$ cat config.mk
export PLATFORM = sky130hd
export DESIGN_NAME = if_fetch_redirect
export DESIGN_NICKNAME = d
export VERILOG_FILES = /design/src/rtl/if_pkg.sv /design/src/rtl/if_skid_buf.sv /design/src/rtl/if_fetch_redirect.sv
export SDC_FILE = /design/constraint.sdc
export NUM_CORES = 1
export LEC_CHECK = 0
export BUFFER_PORTS_ARGS = -buffer_cell sky130_fd_sc_hd__buf_4
export CAP_MARGIN = 20
export CORE_MARGIN = 2
export CORE_UTILIZATION = 29
export CTS_BUF_LIST = sky130_fd_sc_hd__clkbuf_2 sky130_fd_sc_hd__clkbuf_4 sky130_fd_sc_hd__clkbuf_8
export DETAILED_ROUTE_END_ITERATION = 8
export HOLD_SLACK_MARGIN = 0.08
export PLACE_DENSITY = 0.55
export SYNTH_ARGS = -nofsm -noshare
export SYNTH_HDL_FRONTEND = slang
export SYNTH_HIERARCHICAL = 1
export SYNTH_SLANG_ARGS = --single-unit
export TNS_END_PERCENT = 10
$ cat constraint.sdc
create_clock -name clk -period 5.6 [get_ports clk]
set_clock_uncertainty 0.2 [all_clocks]
set_input_delay 0.28 -clock clk [delete_from_list [all_inputs] [get_ports clk]]
set_output_delay 0.28 -clock clk [all_outputs]
set_load 0.03 [all_outputs]
$ cat src/rtl/if_pkg.sv
// Shared types and constants for the instruction-fetch front end.
package if_pkg;

  typedef enum logic [1:0] {
    StIdle,
    StFetch,
    StHold,
    StDrain
  } state_e;

  localparam logic [31:0] NOP_INST = 32'h0000_0013;
  localparam logic [31:0] PC_STEP  = 32'd4;

  function automatic logic [31:0] align_word(input logic [31:0] addr);
    return {addr[31:2], 2'b00};
  endfunction

endpackage

$ cat src/rtl/if_skid_buf.sv
// Single-entry {pc, inst} buffer that parks a fetched instruction while decode stalls.
module if_skid_buf (
  input  logic        clk,
  input  logic        rst,
  input  logic        i_load,
  input  logic        i_clear,
  input  logic [31:0] i_pc,
  input  logic [31:0] i_inst,
  output logic        o_valid,
  output logic [31:0] o_pc,
  output logic [31:0] o_inst
);

  logic        r_valid;
  logic [31:0] r_pc;
  logic [31:0] r_inst;

  // Clear wins so a flush can never leave a stale wrong-path entry behind.
  always_ff @(posedge clk) begin
    if (rst) begin
      r_valid <= 1'b0;
      r_pc    <= '0;
      r_inst  <= '0;
    end else if (i_clear) begin
      r_valid <= 1'b0;
    end else if (i_load) begin
      r_valid <= 1'b1;
      r_pc    <= i_pc;
      r_inst  <= i_inst;
    end
  end

  assign o_valid = r_valid;
  assign o_pc    = r_pc;
  assign o_inst  = r_inst;

endmodule

$ cat src/rtl/if_fetch_redirect.sv
// Fetch front end: owns the PC, runs the req/ack imem protocol, fills the IF/ID slot
// and redirects/flushes on a taken branch from EX.
module if_fetch_redirect
  import if_pkg::*;
#(
  parameter logic [31:0] RESET_PC = 32'h0000_0000,
  parameter logic [31:0] NOP_INST = if_pkg::NOP_INST
) (
  input  logic        clk,
  input  logic        rst,
  input  logic        ex_redirect,
  input  logic [31:0] ex_target,
  input  logic        id_stall,
  output logic        imem_req,
  output logic [31:0] imem_addr,
  input  logic        imem_ack,
  input  logic [31:0] imem_rdata,
  output logic        if_valid,
  output logic [31:0] if_pc,
  output logic [31:0] if_pc4,
  output logic [31:0] if_inst
);

  state_e      r_state, w_state_d;
  logic [31:0] r_pc, w_pc_d;
  logic        r_req, w_req_d;
  logic [31:0] r_addr, w_addr_d;
  logic        r_valid, w_valid_d;
  logic [31:0] r_if_pc, w_if_pc_d;
  logic [31:0] r_if_pc4, w_if_pc4_d;
  logic [31:0] r_inst, w_inst_d;

  logic        w_accept;
  logic        w_skid_load, w_skid_clear, w_skid_valid;
  logic [31:0] w_skid_pc, w_skid_inst;

  assign w_accept = !r_valid || !id_stall;

  if_skid_buf u_skid (
    .clk     (clk),
    .rst     (rst),
    .i_load  (w_skid_load),
    .i_clear (w_skid_clear),
    .i_pc    (r_pc),
    .i_inst  (imem_rdata),
    .o_valid (w_skid_valid),
    .o_pc    (w_skid_pc),
    .o_inst  (w_skid_inst)
  );

  always_comb begin
    w_state_d    = r_state;
    w_pc_d       = r_pc;
    w_valid_d    = r_valid;
    w_if_pc_d    = r_if_pc;
    w_if_pc4_d   = r_if_pc4;
    w_inst_d     = r_inst;
    w_skid_load  = 1'b0;
    w_skid_clear = 1'b0;

    // Decode consumed the slot; it empties unless something new lands below.
    if (!id_stall) begin
      w_valid_d = 1'b0;
      w_inst_d  = NOP_INST;
    end

    if (ex_redirect) begin
      w_pc_d       = align_word(ex_target);
      w_valid_d    = 1'b0;
      w_inst_d     = NOP_INST;
      w_skid_clear = 1'b1;
      unique case (r_state)
        StFetch: w_state_d = imem_ack ? StFetch : StDrain;
        StDrain: w_state_d = imem_ack ? StFetch : StDrain;
        default: w_state_d = StFetch;
      endcase
    end else begin
      unique case (r_state)
        StIdle: w_state_d = StFetch;
        StFetch: begin
          if (imem_ack) begin
            w_pc_d = r_pc + PC_STEP;
            if (w_accept) begin
              w_valid_d  = 1'b1;
              w_if_pc_d  = r_pc;
              w_if_pc4_d = r_pc + PC_STEP;
              w_inst_d   = imem_rdata;
            end else begin
              w_skid_load = 1'b1;
              w_state_d   = StHold;
            end
          end
        end
        StHold: begin
          if (!id_stall && w_skid_valid) begin
            w_valid_d    = 1'b1;
            w_if_pc_d    = w_skid_pc;
            w_if_pc4_d   = w_skid_pc + PC_STEP;
            w_inst_d     = w_skid_inst;
            w_skid_clear = 1'b1;
            w_state_d    = StFetch;
          end
        end
        StDrain: if (imem_ack) w_state_d = StFetch;
        default: w_state_d = StIdle;
      endcase
    end

    // Request/address are registered; DRAIN keeps the in-flight address stable.
    w_req_d  = (w_state_d == StFetch) || (w_state_d == StDrain);
    w_addr_d = (w_state_d == StDrain) ? r_addr : w_pc_d;
  end

  always_ff @(posedge clk) begin
    if (rst) begin
      r_state  <= StIdle;
      r_pc     <= RESET_PC;
      r_req    <= 1'b0;
      r_addr   <= RESET_PC;
      r_valid  <= 1'b0;
      r_if_pc  <= '0;
      r_if_pc4 <= '0;
      r_inst   <= NOP_INST;
    end else begin
      r_state  <= w_state_d;
      r_pc     <= w_pc_d;
      r_req    <= w_req_d;
      r_addr   <= w_addr_d;
      r_valid  <= w_valid_d;
      r_if_pc  <= w_if_pc_d;
      r_if_pc4 <= w_if_pc4_d;
      r_inst   <= w_inst_d;
    end
  end

  assign imem_req  = r_req;
  assign imem_addr = r_addr;
  assign if_valid  = r_valid;
  assign if_pc     = r_if_pc;
  assign if_pc4    = r_if_pc4;
  assign if_inst   = r_inst;

endmodule

==> metrics.cfg, run 1 <==
[detailed_routing]
drt-initial-drc-count=560
wl_per_cell_um=18.2
drc=0
final_antenna_net_count=0
vias=10576
drt_first_pass_iters=5
post_drt_via_cell_ratio=5.03
wl_um=38300

[critical_path]
max_stage_delay_ns=0.78
cp.arrival_ns=3.95
crit_chain=inv_1 > ha_1 > buf_4 > and2_1 > nand2_1 > nor2_2 > o22ai_1 > dlygate4sd3_1 > a21oi_1
worstPathMaxFanout=23
r2r_start=r_state[1]
critPathBufInv=3
r2r_slack_ns=1.99
crit_family=simple AND/OR/NAND/NOR gates
path_class=reg -> reg
worst_setup_path_startpoint=r_state[1]
end_kind=flop
start_kind=flop
cp_slowest_cell=nor2_2
cp.required_ns=5.94

[cells_and_area]
nFillCells=4171
nets=1613
final_cell_mix=226 x dfxtp_1, 206 x buf_4, 121 x nor2_1, 117 x nand2_1, 70 x nand2b_1
area_delta_synth_final_pct=27.5
layout.area.seq_um2=4520
final_common_cell=dfxtp_1
multiInputGateArea_um2=6760
drive_gt1_frac=0.243

[logic_synthesis]
ys_types=62
ys_ff_latch=226
synthesis.area_um2=12000
syn_inst=1345
avgSynthCellArea_um2=8.91
yosysWarnings=6
synth-edff-count=0
ys_async_sr_fraction=0
synthFlopType=dfxtp_1
syn_nets=1420
synth-seq-area-share=0.378

[sta]
min_period_ns=3.61
slew_headroom=0.334
tightest_slew_ns=0.998
maxSlewViolCount=0
setup_viol=0
rsz0062_at_grt=false
hold_slack_ns=0.167
fin_crit_sh=0.645
fmax_ghz=0.277
fin_tns_setup_ns=0
finalHoldViolations=0

[clocking]
clk_latency_ns=0.61
cts_tree=yes
clk_pin_slew_ns=0.06
clock-sinks=226
htreeDepth=2
cts_made_buffers=43
cts_max_path_buffers=3
cts_root_buffer=clkbuf_8

[global_route]
grt_pass1_vias=10453
overflow=0
grt_pass1_wl_um=60600
grt_max_degree=109
antenna_found_initial=3
grt_usage=0.175

[power_and_ir_drop]
powerDensity_nw_per_um2=271
peakVddDrop_v=0.000226
fin_total_pwr_uw=4140
leakage_uw=0.00574

[floorplanning]
die_x_um=207
ios=199
start_util=0.293
dieArea_um2=43000
coreArea_um2=40800
num_rows=74
die_y_um=207

[placement]
gp_congestion=0.822
dp_hpwl_um=25400
port_buffers=196

[outcome]
status=finished clean

[flow_run]
drv_cap=0

[min_path]
min_from=ex_redirect
hold_path_class=in -> reg

[metal layers]
layer  vias up  part of all wire  GRT usage
met3        73             0.064     0.0478
met5         -           0.00063          0
li1       5197                 -          -
met2       276              0.46      0.283
met1      5026              0.45      0.223
met4         4             0.028     0.0626
[flip-flops by register name (all words and copies together) (netlist names)]
| register | flops |
|---|---|
| if_inst | 32 |
| if_pc | 32 |
| imem_addr | 32 |
| r_pc | 32 |
| u_skid/o_inst | 32 |
| u_skid/o_pc | 32 |
| if_pc4 | 30 |
| r_state | 2 |
| if_valid | 1 |
| u_skid/o_valid | 1 |
[synth_stat cells, types with 21 or more instances]
cell	count	area, um^2
a211oi_1	32	240
a21oi_1	35	175
and2_1	22	138
and3_1	21	131
buf_2	43	215
clkbuf_1	54	203
dfxtp_1	226	4520
mux2i_1	57	571
nand2_1	118	443
nand2b_1	70	438
nand3_1	32	160
nand4_1	21	131
nand4bb_1	64	721
nor2_1	123	462
nor3_1	22	110
o211ai_1	21	158
o21ai_0	26	130
o21ai_2	56	490
xnor2_1	64	561
[where the power goes]
| part | switching, uW | internal (uW) |
|---|---|---|
| logic | 336 | 236 |
| clock network | 748 | 1090 |
| registers | 62.8 | 1670 |
| total | 1150 | 3000 |
[stage by stage]
stage / cell area, um^2 / utilization / std cells / worst slack, ns
floorplan: 12000 / - / 1345 / 3.16
global placement: 13600 / 0.333 / 1957 / 2.02
detailed placement: 13600 / 0.333 / 1957 / 1.96
CTS: 15200 / 0.373 / 2102 / 1.93
global route: 15300 / 0.374 / 2103 / 1.64
finish: 15300 / 0.374 / 2104 / 1.99
[final cells by class]
type	instances	area share
repair buffers	275	0.148
clock buffers	72	0.0608
diodes	1	0.000164
well taps	532	0.0436
flip-flops and latches	226	0.296
multi-input cells	971	0.442
clock inverters	6	0.00401
inverters	21	0.00516
[cells by family (layout without fill, tap and decap cells)]
group,after synthesis,after routing,share of synthesized area
other,0,1,0
XOR/XNOR,81,81,0.0592
adder cells (fa/ha/maj),6,6,0.00627
multiplexers,58,58,0.0489
buffers and inverters,148,374,0.0613
flip-flops,226,226,0.378
AO/OA/AOI/OAI,280,280,0.174
AND/OR/NAND/NOR,546,546,0.272
[final timing paths]
path / to / cells past startpoint
setup reg to reg: if_inst[25] / 9
setup / recovery: if_inst[25] / 9
hold / removal: r_pc[13] / 2
hold reg to reg: if_pc4[8] / 2
[what timing repair did]
action                                 in CTS  in global routing
setup buffers                               0                  0
endpoints found under the hold margin     159                  0
hold buffers                               67                  0
resized for setup                           0                  0
setup endpoints to repair                   0                  0
[worst reg2reg max path: cells and delay by family, from the launching register on]
kind	cells	cell delay (ns)
adder cells (fa/ha/maj)	1	0.17
AND/OR/NAND/NOR	3	1.46
AO/OA/AOI/OAI	2	0.31
buffers and inverters	3	1.06
flip-flops	1	0.35
Power figures use the tool's default switching activity.
==> run 2, diff against run 1 <==
--- a/config.mk
+++ b/config.mk
@@ -5,6 +5,7 @@
 export SDC_FILE = /design/constraint.sdc
 export NUM_CORES = 1
 export LEC_CHECK = 0
+export ABC_AREA = 1
 export BUFFER_PORTS_ARGS = -buffer_cell sky130_fd_sc_hd__buf_4
 export CAP_MARGIN = 20
 export CORE_MARGIN = 2
@@ -12,7 +13,7 @@
 export CTS_BUF_LIST = sky130_fd_sc_hd__clkbuf_2 sky130_fd_sc_hd__clkbuf_4 sky130_fd_sc_hd__clkbuf_8
 export DETAILED_ROUTE_END_ITERATION = 8
 export HOLD_SLACK_MARGIN = 0.08
-export PLACE_DENSITY = 0.55
+export PLACE_DENSITY = 0.56
 export SYNTH_ARGS = -nofsm -noshare
 export SYNTH_HDL_FRONTEND = slang
 export SYNTH_HIERARCHICAL = 1
==> constraint.sdc (replaced) <==
create_clock -name clk -period 3 [get_ports clk]
set_clock_uncertainty 0.2 [all_clocks]
set_input_delay 0.15 -clock clk [delete_from_list [all_inputs] [get_ports clk]]
set_output_delay 0.15 -clock clk [all_outputs]
set_load 0.03 [all_outputs]
==> metrics.cfg, run 2 <==
[global_route]
overflow=0  ; unchanged
grt_pass1_wl_um=70700  ; +17%
grt_usage=0.206  ; +0.0312
grt_pass1_vias=12403  ; +19%
grt_max_degree=66  ; -39%
antenna_found_initial=0  ; -3

[critical_path]
worst-r2r-cell-count=9  ; unchanged
r2r_slack_ns=0.24  ; -1.74 ns
path_class=reg -> reg
end_kind=flop
r2r_start=r_state[1]
start_kind=flop
max_stage_delay_ns=0.69  ; -0.09 ns
cp.required_ns=3.28  ; -2.66 ns
rr_endpoint=u_skid/o_inst[27]
cp.arrival_ns=3.04  ; -0.91 ns
critPathBufInv=3  ; unchanged
cp_slowest_cell=buf_4
crit_chain=inv_1 > ha_1 > nand2_1 > nor3_2 > buf_4 > nand3_1 > nand2_1 > nor2_1 > dlygate4sd3_1
crit_family=buffers and inverters
crit_path_frequent_cell=nand2_1
worstPathMaxFanout=65  ; +180%

[clocking]
clk_latency_ns=0.60  ; about the same
cts_tree=yes
clk_pin_slew_ns=0.06  ; about the same
clock-sinks=226  ; unchanged
cts_max_path_buffers=3  ; unchanged
cts_setup_buffers=0  ; unchanged
cts_root_buffer=clkbuf_8
htreeDepth=2  ; unchanged
cts_made_buffers=45  ; +4.7%

[logic_synthesis]
synth-edff-count=0  ; unchanged
ys_types=40  ; -35%
synthesis.area_um2=12000  ; +0.25%
synthFlopType=dfxtp_1
yosys-top-cells-count=514 x nand2_1, 317 x nor2_1, 226 x dfxtp_1, 201 x inv_1, 174 x nand3_1
synth_top_area_cell=dfxtp_1
netlist_top_cells_area=dfxtp_1 38%, nand2_1 16%, nor2_1 9.9%, nand3_1 7.3%, inv_1 6.3%
avgSynthCellArea_um2=6.32  ; -29%
ys_ff_latch=226  ; unchanged
syn_nets=1976  ; +39%
ys_async_sr_fraction=0  ; unchanged
synth_top_area_share=0.377  ; -0.000944
yosysWarnings=6  ; unchanged
syn_inst=1901  ; +41%
synth_most_common_cell=nand2_1
synth-seq-area-share=0.377  ; -0.000944

[floorplanning]
die_x_um=208  ; +0.12%
die_y_um=208  ; +0.12%
ios=199  ; unchanged
start_util=0.294  ; +0.000735
coreArea_um2=40800  ; unchanged
dieArea_um2=43100  ; +0.25%
num_rows=74  ; unchanged

[detailed_routing]
drt-initial-drc-count=931  ; +66%
drc=0  ; unchanged
drt_first_pass_iters=7  ; +2
vias=13154  ; +24%
wl_per_cell_um=16.6  ; -8.9%
final_antenna_net_count=0  ; unchanged
post_drt_via_cell_ratio=4.80  ; -4.6%
wl_um=45500  ; +19%

[placement]
dp_cells=2544  ; +30%
dp_slack_ns=0.215  ; -1.74 ns
gp_congestion=0.918  ; +12%
port_buffers=196  ; unchanged
dp_hpwl_um=31700  ; +25%

[cells_and_area]
final_common_cell=nand2_1
diodes=0  ; -1
finalNonFillerCells=2742  ; +30%
final_cell_mix=513 x nand2_1, 316 x nor2_1, 226 x dfxtp_1, 215 x buf_4, 198 x inv_1
nets=2252  ; +40%
area_delta_synth_final_pct=33.1
drive_gt1_frac=0.152  ; -0.0909

[outcome]
status=finished clean

[min_path]
hold_path_class=in -> reg
whs_endpoint=u_skid/o_inst[8]
hold_depth=6  ; +4
min_from=imem_rdata[8]

[sta]
fin_crit_sh=0.919  ; +0.274
maxSlewViolCount=0  ; unchanged
fin_tns_setup_ns=0  ; unchanged
slew_headroom=0.444  ; +0.110
finalHoldViolations=0  ; unchanged
hold_slack_ns=0.200  ; +0.0333 ns
min_period_ns=2.76  ; -0.857 ns
fmax_ghz=0.363  ; +31%
tightest_slew_ns=0.832  ; -0.166 ns
setup_ws_ns=0.243  ; -1.74 ns
rsz0062_at_grt=false
setup_viol=0  ; unchanged

[power_and_ir_drop]
powerDensity_nw_per_um2=503  ; +86%
peakVddDrop_v=0.000317  ; +40%
leakage_uw=0.00692  ; +21%

[flow_run]
drv_cap=0  ; unchanged

-- run 2: changes by cell type in the layout (fill, tap and decap cells not counted), sizes merged, moves of 50 or more --
cell / previous run / this run
xnor2: 64 / 6
a21oi: 36 / 110
inv: 21 / 209
mux2i: 57 / 0
nor2: 123 / 325
nand2b: 71 / 0
dlygate4sd3: 67 / 117
nand4bb: 64 / 0
nand3: 41 / 174
nand2: 119 / 523
-- run 2: kinds of logic (layout without fill, tap and decap cells) --
| group | Yosys count | count (layout) | share of synthesized area |
|---|---|---|---|
| AOI/OAI and AO/OA | 294 | 294 | 0.137 |
| DFF | 226 | 226 | 0.377 |
| xor gates and xnor gates | 14 | 14 | 0.0102 |
| buffers and inverters | 317 | 625 | 0.114 |
| and+or+nand+nor | 1044 | 1045 | 0.356 |
| adders and majority gates | 6 | 6 | 0.00625 |
-- run 2: how the worst max path moves through the flow --
stage | from | slack [ns] | depth (start not counted) | endpoint
2_1_floorplan | r_state[0] | 0.69 | 9 | u_skid/o_pc[26]
3_3_place_gp | r_state[0] | 0.25 | 10 | u_skid/o_pc[30]
3_5_place_dp | r_state[0] | 0.22 | 10 | u_skid/o_pc[18]
4_1_cts | r_state[1] | 0.11 | 10 | r_pc[20]
5_1_grt | r_state[0] | 0.04 | 11 | imem_addr[18]
6_report | r_state[1] | 0.24 | 9 | u_skid/o_inst[27]
-- run 2: final cells by class --
type	instances	area, um^2
well taps	532	666
flip-flops and latches	226	4520
clock inverters	12	123
fillers	4336	24800
inverters	208	791
multi-input cells	1359	6150
repair buffers	337	2890
clock buffers	68	848
-- run 2: where the power goes --
part | switching [uW] | total [uW] | internal [uW]
sequential | 140 | 3280 | 3140
clock | 1450 | 3430 | 1980
combinational | 828 | 1330 | 500
total | 2420 | 8040 | 5620
-- run 2: tightest hold or removal path, delay by kind of cell --
kind                   cells  cell delay, ns
buffers and inverters      3            0.65
and+or+nand+nor            3            0.16
-- run 2: timing repair --
item | CTS | global route
hold buffers | 117 | 0
setup endpoints to repair | 0 | 48
endpoints found under the hold margin | 154 | 0
resized for setup | 0 | 4
-- run 2: stage by stage --
stage | area [um^2] | power [uW] | util
finish | 16000 | 8040 | 0.391
global route | 16000 | 8400 | 0.391
CTS | 16000 | 8140 | 0.391
detailed placement | 13800 | 4560 | 0.339
global placement | 13800 | 4550 | 0.338
floorplan | 12000 | 4060 | -
-- run 2: per-layer routing --
metal  GRT usage  part of all wire
met5           0                 0
met4      0.0781             0.032
met3      0.0548             0.083
met2       0.332              0.45
met1       0.263              0.43
